[config.mk]
export PLATFORM = sky130hd
export DESIGN_NAME = mem_sum_sequencer_flat
export DESIGN_NICKNAME = d
export VERILOG_FILES = /design/src/rtl/mem_sum_sequencer_pkg.sv /design/src/rtl/mem_sum_sequencer_if.sv /design/src/rtl/mem_sum_sequencer.sv /design/src/flat_wrapper.sv
export SDC_FILE = /design/constraint.sdc
export NUM_CORES = 1
export LEC_CHECK = 0
export BUFFER_PORTS_ARGS = -buffer_cell sky130_fd_sc_hd__buf_2
export CAP_MARGIN = 25
export CORE_MARGIN = 1
export CORE_UTILIZATION = 54
export DETAILED_ROUTE_END_ITERATION = 12
export PLACE_DENSITY_LB_ADDON = 0.05
export RECOVER_POWER = 50
export SLEW_MARGIN = 0
export SYNTH_ARGS = -nofsm -noshare
export SYNTH_HDL_FRONTEND = slang
export SYNTH_SLANG_ARGS = --single-unit
[constraint.sdc]
create_clock -name clk -period 5.38 [get_ports clk]
set_input_delay 0.538 -clock clk [delete_from_list [all_inputs] [get_ports clk]]
set_output_delay 0.538 -clock clk [all_outputs]
set_load 0.03 [all_outputs]
[src/rtl/mem_sum_sequencer_pkg.sv]
// Shared types and sizing constants for the memory pair-sum sequencer.
// The default geometry is 16 words of 8 bits, walked as 8 address pairs, with a 12-bit total.
package mem_sum_sequencer_pkg;

    localparam int DEF_N = 4;
    localparam int DEF_M = 8;
    localparam int DEF_S = 12;

    localparam int MEM_DEPTH  = 2 ** DEF_N;
    localparam int PAIR_COUNT = 2 ** (DEF_N - 1);

    typedef enum logic [1:0] {
        IDLE = 2'd0,
        READ = 2'd1,
        DONE = 2'd2
    } seq_state_t;

    function automatic int pair_count(input int n);
        return 2 ** (n - 1);
    endfunction

endpackage

[src/rtl/mem_sum_sequencer_if.sv]
// Sequencer-side bundle: run request, dual combinational read port, status and result.
// master = sequencer, slave = memory/top-level environment.
interface mem_sum_sequencer_if #(
    parameter int N = 4,
    parameter int M = 8,
    parameter int S = 12
);
    logic         start;
    logic [N-1:0] readAddr1;
    logic [N-1:0] readAddr2;
    logic [M-1:0] readData1;
    logic [M-1:0] readData2;
    logic         busy;
    logic         done;
    logic [S-1:0] sum;

    modport master (
        input  start, readData1, readData2,
        output readAddr1, readAddr2, busy, done, sum
    );

    modport slave (
        output start, readData1, readData2,
        input  readAddr1, readAddr2, busy, done, sum
    );
endinterface

[src/rtl/mem_sum_sequencer.sv]
// Sweeps memory two words per cycle on start and totals them; done pulses 2^(N-1)+1 cycles after start.
// start is ignored while busy; no backpressure, the memory read is combinational.
module mem_sum_sequencer
    import mem_sum_sequencer_pkg::*;
#(
    parameter int N = DEF_N,
    parameter int M = DEF_M,
    parameter int S = DEF_S
) (
    input  logic                clk,
    input  logic                reset,
    mem_sum_sequencer_if.master bus
);

    localparam int              PW        = N - 1;
    localparam logic [PW-1:0]   LAST_PAIR = PW'(pair_count(N) - 1);

    seq_state_t     r_state;
    logic [PW-1:0]  r_pair;
    logic [S-1:0]   r_acc;
    logic [S-1:0]   r_sum;
    logic           r_done;
    logic           r_busy;

    logic [S-1:0]   w_pair_sum;
    logic [S-1:0]   w_acc_next;
    logic           w_last_pair;

    // Operands are zero-extended; the total wraps modulo 2^S.
    assign w_pair_sum  = S'(bus.readData1) + S'(bus.readData2);
    assign w_acc_next  = r_acc + w_pair_sum;
    assign w_last_pair = (r_pair == LAST_PAIR);

    always_ff @(posedge clk) begin
        if (reset) begin
            r_state <= IDLE;
            r_pair  <= '0;
            r_acc   <= '0;
            r_sum   <= '0;
            r_done  <= 1'b0;
            r_busy  <= 1'b0;
        end else begin
            case (r_state)
                IDLE: begin
                    r_done <= 1'b0;
                    if (bus.start) begin
                        r_state <= READ;
                        r_pair  <= '0;
                        r_acc   <= '0;
                        r_busy  <= 1'b1;
                    end
                end
                READ: begin
                    r_acc  <= w_acc_next;
                    r_pair <= r_pair + 1'b1;
                    // The counter wraps to 0 on the same edge that exits the sweep.
                    if (w_last_pair) begin
                        r_sum   <= w_acc_next;
                        r_done  <= 1'b1;
                        r_state <= DONE;
                    end
                end
                DONE: begin
                    r_done  <= 1'b0;
                    r_busy  <= 1'b0;
                    r_state <= IDLE;
                end
                default: begin
                    r_state <= IDLE;
                    r_done  <= 1'b0;
                    r_busy  <= 1'b0;
                end
            endcase
        end
    end

    assign bus.readAddr1 = (r_state == READ) ? {r_pair, 1'b0} : '0;
    assign bus.readAddr2 = (r_state == READ) ? {r_pair, 1'b1} : N'(1);
    assign bus.busy      = r_busy;
    assign bus.done      = r_done;
    assign bus.sum       = r_sum;

endmodule

[src/flat_wrapper.sv]
// flat-port wrapper written by rule: the top's interface ports become plain ports
module mem_sum_sequencer_flat import mem_sum_sequencer_pkg::*;
#(
    parameter int N = DEF_N,
    parameter int M = DEF_M,
    parameter int S = DEF_S
)
  (clk, reset, bus_start, bus_readData1, bus_readData2, bus_readAddr1, bus_readAddr2, bus_busy, bus_done, bus_sum);
  mem_sum_sequencer_if #(.N(N), .M(M), .S(S)) bus_i ();
  input  logic clk;
  input  logic reset;
  input wire logic [$bits(bus_i.start)-1:0] bus_start;
  input wire logic [$bits(bus_i.readData1)-1:0] bus_readData1;
  input wire logic [$bits(bus_i.readData2)-1:0] bus_readData2;
  output wire logic [$bits(bus_i.readAddr1)-1:0] bus_readAddr1;
  output wire logic [$bits(bus_i.readAddr2)-1:0] bus_readAddr2;
  output wire logic [$bits(bus_i.busy)-1:0] bus_busy;
  output wire logic [$bits(bus_i.done)-1:0] bus_done;
  output wire logic [$bits(bus_i.sum)-1:0] bus_sum;
  assign bus_i.start = bus_start;
  assign bus_i.readData1 = bus_readData1;
  assign bus_i.readData2 = bus_readData2;
  assign bus_readAddr1 = bus_i.readAddr1;
  assign bus_readAddr2 = bus_i.readAddr2;
  assign bus_busy = bus_i.busy;
  assign bus_done = bus_i.done;
  assign bus_sum = bus_i.sum;
  mem_sum_sequencer #(.N(N), .M(M), .S(S)) u_core (.clk(clk), .reset(reset), .bus(bus_i));
endmodule
==> Word level (Yosys, flattened, before mapping) <==
Cells that the tools add are included.
{ "classes": {"add_sub_neg": 3, "eq_ne": 4, "muxes": 11, "n_bitwise": 1, "reduce_logical": 7} }
{ "ops": {"columns": ["operator", "n"], "rows": [
  ["case mux 12 bit (2 select lines)", 1],
  ["adder 12 bit", 1],
  ["2-to-1 mux 12 bit", 1],
  ["adder 8 x 8 -> 9 bit", 1],
  ["2-to-1 mux 4 bit", 2],
  ["AND reduction 2 bit", 4],
  ["case mux 3 bit (2 select lines)", 1],
  ["2-to-1 mux 2 bit", 2],
  ["case mux 2 bit (2 select lines)", 1],
  ["adder 3 x 1 -> 3 bit (second input constant)", 1],
  ["equality test 3 bit (second input constant)", 1],
  ["2-to-1 mux 3 bit", 1],
  ["equality test 2 x 1 -> 1 bit (second input constant)", 1],
  ["zero test 2 bit", 1],
  ["!= test 2 x 1 -> 1 bit (second input constant)", 1],
  ["!= test 2 bit (second input constant)", 1],
  ["case mux 1 bit (2 select lines)", 1],
  ["nonzero test 2 bit", 1],
  ["OR reduction 2 bit", 1],
  ["2-to-1 mux 1 bit", 1],
  ["inverter 1 bit", 1]
]} }
{ "totals": {"regBits": 31, "output_inout_bits": 22, "word_cells": 32} }

==> Logic depth before layout (Yosys ltp) <==
Gate-level depths: netlist (run 1).
{ "logic_depth": {"ltp_word": 3, "ltp_mapped": 14} }

==> Least setup slack after synthesis (run 1) <==
OpenSTA, ideal clock, no wires.
{ "synth_path": {"path_type": "input port to flip-flop", "start": "input bus_readData2[0]", "end": "register u_core.r_sum[11] (netlist: u_core.bus.sum[11])", "setup_ns": 0.131, "arrival_ns": 3.078, "t_required_ns": 5.249, "setup_slack_ns": 2.171, "path_stages": 14, "n_path_buf": 0, "cell_sequence": "ha_1 inv_1 fa_1 nor2b_1 o21ai_0 a21boi_0 o21ai_0 a21boi_0 ha_1 a21oi_2 a21oi_1 a221oi_4 mux2i_1 o22ai_1"} }
{ "synth_via": {"elab_chain_cells": 2} }
{ "synth_rtl": {"columns": ["element", "line", "source"], "rows": [
  ["start, declared", "flat_wrapper.sv:14", "input wire logic [$bits(bus_i.readData2)-1:0] bus_readData2;"],
  ["adder 8 x 8 -> 9 bit", "mem_sum_sequencer.sv:30", "assign w_pair_sum = S'(bus.readData1) + S'(bus.readData2);"],
  ["adder 12 bit", "mem_sum_sequencer.sv:31", "assign w_acc_next = r_acc + w_pair_sum;"],
  ["end signal, assigned", "mem_sum_sequencer.sv:58", "r_sum <= w_acc_next;"],
  ["end, declared", "mem_sum_sequencer.sv:21", "logic [S-1:0] r_sum;"]
]} }
No other way between the ends.
A chain may end at the register's enable or synchronous reset.

==> Worst setup path in the final report (run 1) <==
Ends and elaborated chain as after synthesis.

==> results of run 1 <==
metrics by stage:
step           setup WS, ns   util  area, um2  hold slack, ns
2_1_floorplan          2.17      -       2020           0.431
3_3_place_gp           1.87  0.636       2210           0.441
3_5_place_dp           1.75  0.636       2210           0.446
4_1_cts                2.02  0.662       2290           0.456
5_1_grt                1.75  0.655       2270           0.485
6_report               2.01  0.655       2270           0.455
worst paths after layout:
| kind | from | end | slack (ns) | depth (start not counted) |
|---|---|---|---|---|
| worst max-delay path | bus_readData2[0] | u_core.bus.sum[11] | 2.01 | 15 |
| worst min-delay path | u_core.bus.sum[5] | u_core.bus.sum[5] | 0.46 | 2 |
| worst max register to register | u_core.r_state[0] | u_core.bus.sum[10] | 2.92 | 5 |
| worst min register to register | u_core.bus.sum[5] | u_core.bus.sum[5] | 0.46 | 2 |
layout by cell type, fill, tap and decap left out, types with 7 or more instances in the layout:
cell type / Yosys / final
inv_1: 10 / 10
dfxtp_1: 31 / 31
a21oi_1: 16 / 16
nor2_1: 22 / 22
clkbuf_1: 6 / 16
nor3_1: 7 / 7
ha_1: 21 / 21
buf_2: 2 / 23
nand3b_1: 10 / 10
o21ai_0: 12 / 12
nand2_1: 24 / 24
state kept, by name (all words and copies together), names as in the netlist:
| register | flops |
|---|---|
| u_core.bus.sum | 12 |
| u_core.r_acc | 12 |
| u_core.r_state | 2 |
| u_core.bus.busy | 1 |
| u_core.bus.done | 1 |
| u_core.r_pair | 3 |
cell families after synthesis:
family / after synthesis
simple gates: 90
compound gates: 62
flops: 31
buf+inv: 24
fa+ha+maj: 23
xor+xnor: 10
other cells: 2
mux: 1
Yosys cell counts, types with 3 or more instances:
cell,instances
o211ai_1,4
a22oi_1,6
nor2_1,22
nand2_1,24
nand2b_1,4
ha_1,21
a211oi_1,3
nor2b_1,3
dfxtp_1,31
nand3b_1,10
nand3_1,6
and2_1,4
buf_4,6
clkbuf_1,6
o21ai_0,12
xor2_1,5
a21oi_1,16
a21o_1,5
nor3_1,7
xnor2_1,5
inv_1,10
final cells by class:
cell class,count,area share
tap,46,0.0253
clock inverter,1,0.00220
inverter,10,0.0165
sequential,31,0.273
clock buffer,6,0.0363
timing repair buffer,40,0.0804
multi-input combinational,188,0.566
power by group through the flow:
stage	combinational [mW]	sequential, mW	clock (mW)
after floorplan	0.152	0.251	0
after CTS	0.193	0.247	0.182
after detailed placement	0.191	0.252	0
after global routing	0.218	0.249	0.192
after global placement	0.189	0.252	0
final	0.192	0.248	0.178
worst max-delay path, delay by kind of cell:
kind	cells	cell delay (ns)
simple gates	1	0.11
fa+ha+maj	3	0.86
buf+inv	2	0.13
mux	1	0.23
compound gates	8	1.59
routing by layer:
metal	share of wire	wire length [um]	track usage	up-vias
met5	0	0	0	-
met4	0.0052	21	0.0341	0
met3	0.034	137	0.0543	4
met2	0.47	1890	0.376	34
met1	0.50	2010	0.281	797
li1	-	-	-	916
==> summary.md, run 1 <==
| Metric | Value |
|---|---|
| Yosys cell types | `43` |
| Min Tclk post-route | `3.37 ns` |
| Dpl cells | `315` |
| Asr flop ratio synth | `0` |
| Fraction of the mapped netlist area in simple logic gates | `0.224` |
| Tot GR Track Use | `0.219` |
| Slowest stage delay, CP | `0.40 ns` |
| Synth Area in XOR/XNOR | `0.0433` |
| Fmax | `297 MHz` |
| Largest net degree at the start of global routing | `42` |
| DIE AREA | `3990 um2` |
| Largest family of logic cells by synthesized area | `simple AND/OR/NAND/NOR gates` |
| Ys Warns | `0` |
| Hpwl dp | `2.99 mm` |
| Worst hold-check path type | `reg -> reg` |
| ANT cells | `0` |
| Vias in the first global route | `around 1.6k` |
| Final ANT Viol Nets | `0` |
| Clock power frac | `0.288` |
| Post-synth EDFFs | `0` |
| Std-Cell Rows | `21` |
| Net Sw Power | `~200 uW` |
| Layout cell share with drive strength beyond 1 | `0.134` |
| Mapped cell area | `2020 um2` |
| Max Slew Vio Count | `0` |
| Unrepaired setup endpoints after global routing | `no` |
| Syn_area_per_cell | `8.32 um2` |
| H-Tree Depth | `2` |
| Synth Net Count | `roughly 290` |
| Non-filler cells, final | `322` |
| Post-Synth Adder-Cell Area | `0.150` |
| Crit Path Max Fanout | `7` |
| Max_slew headroom | `0.00523` |
| CTS tree | `yes` |
| Fill count | `352` |
| Post-CTS Setup Repair Bufs | `0` |
| Global-route wire length before repair | `7.08 mm` |
| CTS Root Cell | `clkbuf_8` |
| CP cell instances | `buf_2, ha_1, inv_1, fa_1, nor2b_1, o21ai_0, a21boi_0, o21ai_0, a21boi_0, ha_1, a21oi_2, o211ai_2, a221oi_4, mux2i_1, o22ai_1` |
| Die X | `63.2 um` |
| Cts bufs inserted | `5` |
| I/O pin cnt | `41` |
| Residual DRC | `0` |
| Initial antenna violation count | `0` |
| Routed length per instance | `12.6 um` |
| Initial DRC count | `82` |
| Area of the multi-input gates | `between 1000 and 1500 um2` |
| Starting Density | `0.583` |
| Final Skew | `between 0.003 and 0.004 ns` |
| Longest Clk Path Bufs | `2` |
| #FFs+latches synth | `31` |
| Insertion delay to the later sink of the worst-skew pair | `0.27 ns` |
| Violated checks | `capacitance limit` |
| Status | `finished with violations` |
| Final-stage net count | `318` |
| Post-synthesis sequential area ratio | `0.307` |
| FF+latch area | `621 um2` |
| Gr ovfl total | `0` |
| Final Hold Viols | `0` |
| Via count | `1751` |
| P&R area growth vs syn | `12.4%` |
| VDD IR max | `between 0.15 and 0.2 mV` |
| Flop pwr share | `0.401` |
| Setup TNS | `0 ns` |
| Crit end category | `register` |
| Critical Setup Path Class | `in -> reg` |
| Max cap viols | `1` |
| Period utilization | `0.626` |
| # setup viols final | `0` |
| Required time of the critical path | `5.47 ns` |
| WP data arrival | `around 3.5 ns` |
| Compound-Gate Fraction of Synth Area | `0.210` |
| Power per cell area | `272 nW/um2` |
| I/O Buffers | `38` |
| CP max-delay cell | `fa_1` |
| CTS Hold Bufs | `0` |
| Static Leak | `0.980 nW` |
| Slew @ Worst Pin | `1.49 ns` |
| Synth area leader | `dfxtp_1` |
| Multiplexer share of the synthesized area | `0.00495` |
| Core Region | `3470 um2` |
| Post-synth top area share | `0.307` |
| Startpoint type of the worst setup path | `input pin` |
| Switching part of the total | `0.324` |
| Clock transition at the registers of the reported paths | `~0.060 ns` |
| Int Power | `between 400 and 500 uW` |
| Mean number of vias per cell | `around 5.4` |
| Total Power | `618 uW` |
| Pre-antenna DRT Iters | `4` |
| Combinational fraction of design power | `0.310` |
| Top_reg_cell synth | `dfxtp_1` |
| Die Ht | `63.2 um` |
| Global placement routability congestion | `0.813` |
| Sink Count | `31` |
| PostCTS Resize Cnt | `0` |
| Post-Syn Instances | `~240` |
| Routed WL | `~4.1 mm` |
| Area contributors post-synth | `dfxtp_1, ha_1, nand2_1` |
Note: power is estimated with default switching activity, not from simulation.
==> run 2, diff against run 1 <==
Clock period 5.38 ns to 3.2 ns, I/O delays scaled along.
==> run 2 against run 1 <==
  * The flow now finishes without violations
  * Power rose by 74%
  * Non-clock buffer count grew 14
  * First-iteration DRC count decreased by 15%
  * Sequential power rose by 68%
  * Clock power increased by 70%
  * Core utilization up 3.1 points
  * Highest routed layer unchanged
==> summary.md, run 2 (same netlist as run 1, synthesis figures left out) <==
| Metric | Value |
|---|---|
| Status | `completed` |
| Hold Startpoint | `bus_start` |
| CTS Hold Bufs | `0 (unchanged)` |
| # setup viols final | `0 (unchanged)` |
| Most common cell after layout, fill and taps aside | `dfxtp_1` |
| Period utilization | `0.932` |
| Largest net degree at the start of global routing | `42 (unchanged)` |
| Buf+Inv Stages, Crit Path | `3 (+1)` |
| DIE AREA | `3990 um2 (unchanged)` |
| Worst hold-check path type | `in -> reg` |
| WP data arrival | `3.19 ns (-0.27 ns)` |
| Die X | `63.2 um (unchanged)` |
| Std-Cell Rows | `21 (unchanged)` |
| Startpoint type of the worst setup path | `input pin` |
| CP max-delay cell | `fa_1` |
| Worst R2R Path Depth | `6 (+1)` |
| Tot GR Track Use | `0.216 (-0.00284)` |
| Die Ht | `63.2 um (unchanged)` |
| Residual DRC | `0 (unchanged)` |
| Gr ovfl total | `0 (unchanged)` |
| Total Power | `1.08 mW (+74%)` |
| Reg2reg setup slack | `1.06 ns (-1.86 ns)` |
| ANT cells | `0 (unchanged)` |
| Crit-path leading delay family | `compound AO/OA/AOI/OAI gates` |
| Reg2reg end | `u_core.bus.sum[6]` |
| Initial DRC count | `70 (-15%)` |
| Final-stage net count | `332 (+4.4%)` |
| CTS Root Cell | `clkbuf_8` |
| Via count | `1796 (+2.6%)` |
| Slew @ Worst Pin | `0.641 ns (-0.851 ns)` |
| Clock transition at the registers of the reported paths | `0.07 ns (about the same)` |
| Insertion delay to the later sink of the worst-skew pair | `0.28 ns (about the same)` |
| Layout cell share with drive strength beyond 1 | `0.179 (+0.0453)` |
| Max Slew Vio Count | `0 (unchanged)` |
| Sink Count | `31 (unchanged)` |
| Min Tclk post-route | `2.98 ns` |
| Fin Hold WS | `0.351 ns (-0.104 ns)` |
| Critical Setup Path Class | `in -> reg` |
| Cells on Worst Hold Path | `3 (+1)` |
| Pre-antenna DRT Iters | `4 (unchanged)` |
| Hpwl dp | `3.12 mm (+4.3%)` |
| PostCTS Resize Cnt | `0 (unchanged)` |
| I/O pin cnt | `41 (unchanged)` |
| Power per cell area | `453 nW/um2 (+67%)` |
| CP Launch Point | `bus_readData2[0]` |
| Final ANT Viol Nets | `0 (unchanged)` |
| Max cap viols | `0 (-1)` |
| P&R area growth vs syn | `17.6%` |
| Initial antenna violation count | `0 (unchanged)` |
| Routed length per instance | `12.0 um (-5.0%)` |
| WHS Endpoint | `u_core.bus.busy` |
| CP cell instances | `buf_2, ha_1, inv_1, fa_1, nor2b_1, o21ai_0, a21boi_1, o21ai_0, a21boi_1, ha_1, a21oi_2, a21oi_1, a221oi_4, buf_4, nand3_1, a31oi_1` |
| VDD IR max | `0.303 mV (+98%)` |
| Static Leak | `1.05 nW (+7.2%)` |
| I/O Buffers | `38 (unchanged)` |
| RR Startpoint | `u_core.r_acc[0]` |
| Pre-CTS WS | `-0.183 ns (-1.93 ns)` |
| Vias in the first global route | `1657 (+3.0%)` |
| Global placement routability congestion | `0.875 (+7.5%)` |
| Final instance area | `2380 um2 (+4.7%)` |
| Final Hold Viols | `0 (unchanged)` |
| Routed WL | `4.03 mm (-0.84%)` |
| Longest Clk Path Bufs | `2 (unchanged)` |
| Core Region | `3470 um2 (unchanged)` |
| Setup ws final | `0.218 ns (-1.79 ns)` |
| Unrepaired setup endpoints after global routing | `no` |
| Fmax | `roughly 340 MHz` |
| Crit end category | `register` |
| Most frequent cells in the layout | `dfxtp_1, nand2_1, buf_2` |
| Post-CTS Setup Repair Bufs | `0 (unchanged)` |
| CTS tree | `yes` |
| Required time of the critical path | `3.41 ns (-2.06 ns)` |
| Max_slew headroom | `0.572 (+0.567)` |
| Slowest stage delay, CP | `0.38 ns (-0.02 ns)` |
| Cell Area, Placed | `2310 um2 (+4.8%)` |
| H-Tree Depth | `2 (unchanged)` |
| Starting Density | `0.583 (unchanged)` |
| Mean number of vias per cell | `5.35 (-1.7%)` |
| Global-route wire length before repair | `6.98 mm (-1.5%)` |
| Final Skew | `0.00966 ns (+0.00633 ns)` |
| Crit Path Max Fanout | `5 (-2)` |
| Cts bufs inserted | `5 (unchanged)` |
-- run 2: changes by cell type in the layout (fill, tap and decap cells not counted) --
cell / before / now
clkbuf_1: 16 / 15
a21boi_1: 0 / 2
a21boi_0: 2 / 0
buf_4: 1 / 15
buf_2: 23 / 24
-- run 2: tightest hold or removal path, delay by kind of cell --
kind            cells  cell delay, ns
buf+inv             1            0.09
compound gates      1            0.06
simple gates        1            0.11
-- run 2: worst max path at each step --
| stage | end | slack (ns) | depth (start not counted) |
|---|---|---|---|
| 6_report | u_core.r_acc[9] | 0.22 | 16 |
| 5_1_grt | u_core.r_acc[9] | 0.02 | 16 |
| 4_1_cts | u_core.bus.sum[9] | 0.10 | 16 |
| 3_5_place_dp | u_core.bus.sum[9] | -0.18 | 16 |
| 3_3_place_gp | u_core.r_acc[9] | -0.06 | 16 |
| 2_1_floorplan | u_core.bus.sum[11] | 0.21 | 14 |
-- run 2: report_power, final --
part           leakage [nW]  switching [mW]  internal, mW
clock network        0.0470           0.134         0.168
registers             0.252          0.0135         0.403
logic                 0.752           0.195         0.164
-- run 2: layer usage --
metal  up-vias  share of wire  track usage
met2        24           0.47        0.363
met1       824           0.50        0.280
met4         0         0.0020       0.0426
met3         2          0.031       0.0543
met5         -              0            0
li1        946              -            -
-- run 2: area by class of cell --
type | instances | area [um2]
multi-input combinational | 188 | 1290
fill | 324 | 1090
sequential | 31 | 621
timing repair buffer | 54 | 289
clock buffer | 6 | 82.6
tap | 46 | 57.6
inverter | 10 | 37.5
clock inverter | 1 | 5.00
-- run 2: per-stage QoR --
step           utilization  cells  setup TNS (ns)
4_1_cts              0.692    336               0
6_report             0.686    336               0
3_5_place_dp         0.667    329          -0.759
3_3_place_gp         0.667    329          -0.124
5_1_grt              0.686    336               0
2_1_floorplan            -    243               0
==> run 3, diff against run 2 <==
Settings changed: CORE_UTILIZATION 54 to 57, CTS_BUF_LIST set to sky130_fd_sc_hd__clkbuf_8.
==> run 3 against run 2 <==
  * Maximum frequency is 3.0% higher
  * Core utilization is 2.0 points higher
  * Final cell count up 0.30%
  * Power fell by 1.1%
  * Highest routed layer unchanged
  * Register-to-register slack got worse by 0.02 ns
==> summary.md, run 3 (same netlist as run 1, synthesis figures left out) <==
| Metric | Value |
|---|---|
| Status | `completed` |
| CTS tree | `yes` |
| I/O Buffers | `38 (unchanged)` |
| Switching part of the total | `0.329 (+0.0112)` |
| CTS Hold Bufs | `0 (unchanged)` |
| Cts bufs inserted | `5 (unchanged)` |
| Power per cell area | `449 nW/um2 (-0.92%)` |
| CTS Root Cell | `clkbuf_8` |
| Total Power | `1.07 mW (-1.1%)` |
| Cell Area, Placed | `2310 um2 (unchanged)` |
| Tot GR Track Use | `0.230 (+0.0136)` |
| Final-stage net count | `332 (unchanged)` |
| Fmax | `345 MHz (+3.0%)` |
| I/O pin cnt | `41 (unchanged)` |
| Min Tclk post-route | `2.90 ns (-0.0859 ns)` |
| Starting Density | `0.601 (+0.0182)` |
| Routed WL | `3.99 mm (-1.0%)` |
| Final design utilization | `0.706 (+0.0203)` |
| Worst hold-check path type | `in -> reg` |
| Insertion delay to the later sink of the worst-skew pair | `0.28 ns (about the same)` |
| Int Power | `715 uW (-2.7%)` |
| Dpl cells | `329 (unchanged)` |
| Required time of the critical path | `3.40 ns (about the same)` |
| Slowest stage delay, CP | `0.39 ns (about the same)` |
| Initial antenna violation count | `0 (unchanged)` |
| Via count | `1821 (+1.4%)` |
| Core Region | `3360 um2 (-3.0%)` |
| Sink Count | `31 (unchanged)` |
| Mean number of vias per cell | `5.40 (+1.1%)` |
| Layout cell share with drive strength beyond 1 | `0.182 (+0.00282)` |
| ANT cells | `0 (unchanged)` |
| Largest net degree at the start of global routing | `42 (unchanged)` |
| Die X | `61.6 um (-2.6%)` |
| Pre-CTS WS | `-0.140 ns (+0.0425 ns)` |
| Die Ht | `61.6 um (-2.6%)` |
| Critical Setup Path Class | `in -> reg` |
| Fin Hold WS | `0.344 ns (-0.00786 ns)` |
| Slew @ Worst Pin | `0.685 ns (+0.0440 ns)` |
| Fill count | `324 (unchanged)` |
| Clock transition at the registers of the reported paths | `0.06 ns (about the same)` |
| Gr ovfl total | `0 (unchanged)` |
| CP cell instances | `buf_2, ha_1, inv_1, fa_1, nor2b_1, o21ai_0, a21boi_1, o21ai_1, a21boi_1, ha_1, a21oi_2, o211ai_2, a221oi_4, buf_4, nand3_1, a31oi_1` |
| Period utilization | `0.905 (-0.0268)` |
| Longest Clk Path Bufs | `2 (unchanged)` |
| Unrepaired setup endpoints after global routing | `no` |
| Static Leak | `1.05 nW (about the same)` |
| Routed length per instance | `11.8 um (-1.3%)` |
| Max Slew Vio Count | `0 (unchanged)` |
| Final Skew | `0.00602 ns (-0.00364 ns)` |
| Startpoint type of the worst setup path | `input pin` |
| Final Hold Viols | `0 (unchanged)` |
| Final instance area | `2370 um2 (-0.16%)` |
| Hpwl dp | `3.03 mm (-3.1%)` |
| Setup TNS | `0 ns (unchanged)` |
| Global placement routability congestion | `0.870 (-0.54%)` |
| CP max-delay cell | `fa_1` |
| Vias in the first global route | `1551 (-6.4%)` |
| Most frequent cells in the layout | `dfxtp_1, nand2_1, buf_2` |
| Global-route wire length before repair | `6.42 mm (-8.0%)` |
| Clock power frac | `0.271 (-0.009)` |
| Std-Cell Rows | `21 (unchanged)` |
| PostCTS Resize Cnt | `0 (unchanged)` |
| Combinational fraction of design power | `0.339 (+0.006)` |
| Max_slew headroom | `0.543 (-0.0284)` |
| P&R area growth vs syn | `17.5%` |
| Net Sw Power | `351 uW (+2.4%)` |
| H-Tree Depth | `2 (unchanged)` |
| Post-CTS Setup Repair Bufs | `0 (unchanged)` |
| # setup viols final | `0 (unchanged)` |
| Reg2reg setup slack | `1.04 ns (-0.02 ns)` |
| Final ANT Viol Nets | `0 (unchanged)` |
| Max cap viols | `0 (unchanged)` |
| Flop pwr share | `0.390 (+0.004)` |
| Non-filler cells, final | `337 (+0.30%)` |
| Pre-antenna DRT Iters | `4 (unchanged)` |
| Most common cell after layout, fill and taps aside | `dfxtp_1` |
| Crit Path Max Fanout | `5 (unchanged)` |
| Initial DRC count | `88 (+26%)` |
| VDD IR max | `0.275 mV (-9.1%)` |
| Crit end category | `register` |
| Residual DRC | `0 (unchanged)` |
| WP data arrival | `3.10 ns (-0.09 ns)` |
| DIE AREA | `3790 um2 (-5.1%)` |
| Setup ws final | `0.304 ns (+0.0859 ns)` |
run 3: cell count changes in the layout (fill, tap and decap cells not counted), sizes merged:
cell,previous run,this run
clkbuf,21,20
clkinv,1,3
run 3: power by group through the flow:
stage | Sequential [mW] | Combinational (mW) | Clock, mW
after CTS | 0.416 | 0.363 | 0.295
after global routing | 0.418 | 0.405 | 0.312
after global placement | 0.424 | 0.355 | 0
final | 0.416 | 0.361 | 0.289
after detailed placement | 0.424 | 0.361 | 0
after floorplan | 0.423 | 0.255 | 0
run 3: critical path, delay by kind of cell:
| kind | cells | cell delay (ns) |
|---|---|---|
| AOI/OAI and AO/OA | 8 | 1.44 |
| adders and majority gates | 3 | 0.84 |
| buffers and inverters | 3 | 0.31 |
| and+or+nand+nor | 2 | 0.19 |
run 3: path summary, 6_finish.rpt:
kind | start | endpoint | depth (start not counted)
setup / recovery | bus_readData2[0] | u_core.r_acc[9] | 16
hold / removal | bus_start | u_core.bus.busy | 3
setup reg to reg | u_core.r_acc[0] | u_core.r_acc[10] | 7
hold reg to reg | u_core.bus.sum[5] | u_core.bus.sum[5] | 2
run 3: area by class of cell:
cell class              instances  area [um2]  area share
multi-input cells             188        1290       0.542
flip-flops and latches         31         621       0.261
repair buffers                 54         289       0.122
clock buffers                   5        68.8      0.0290
well taps                      46        57.6      0.0242
inverters                      10        37.5      0.0158
clock inverters                 3        15.0     0.00632
run 3: layer usage:
metal	vias to the layer above	GRT usage	routed length, um
met5	-	0	0
met4	0	0.0730	27
met3	4	0.0588	158
met2	37	0.392	1900
met1	826	0.284	1900
li1	954	-	-
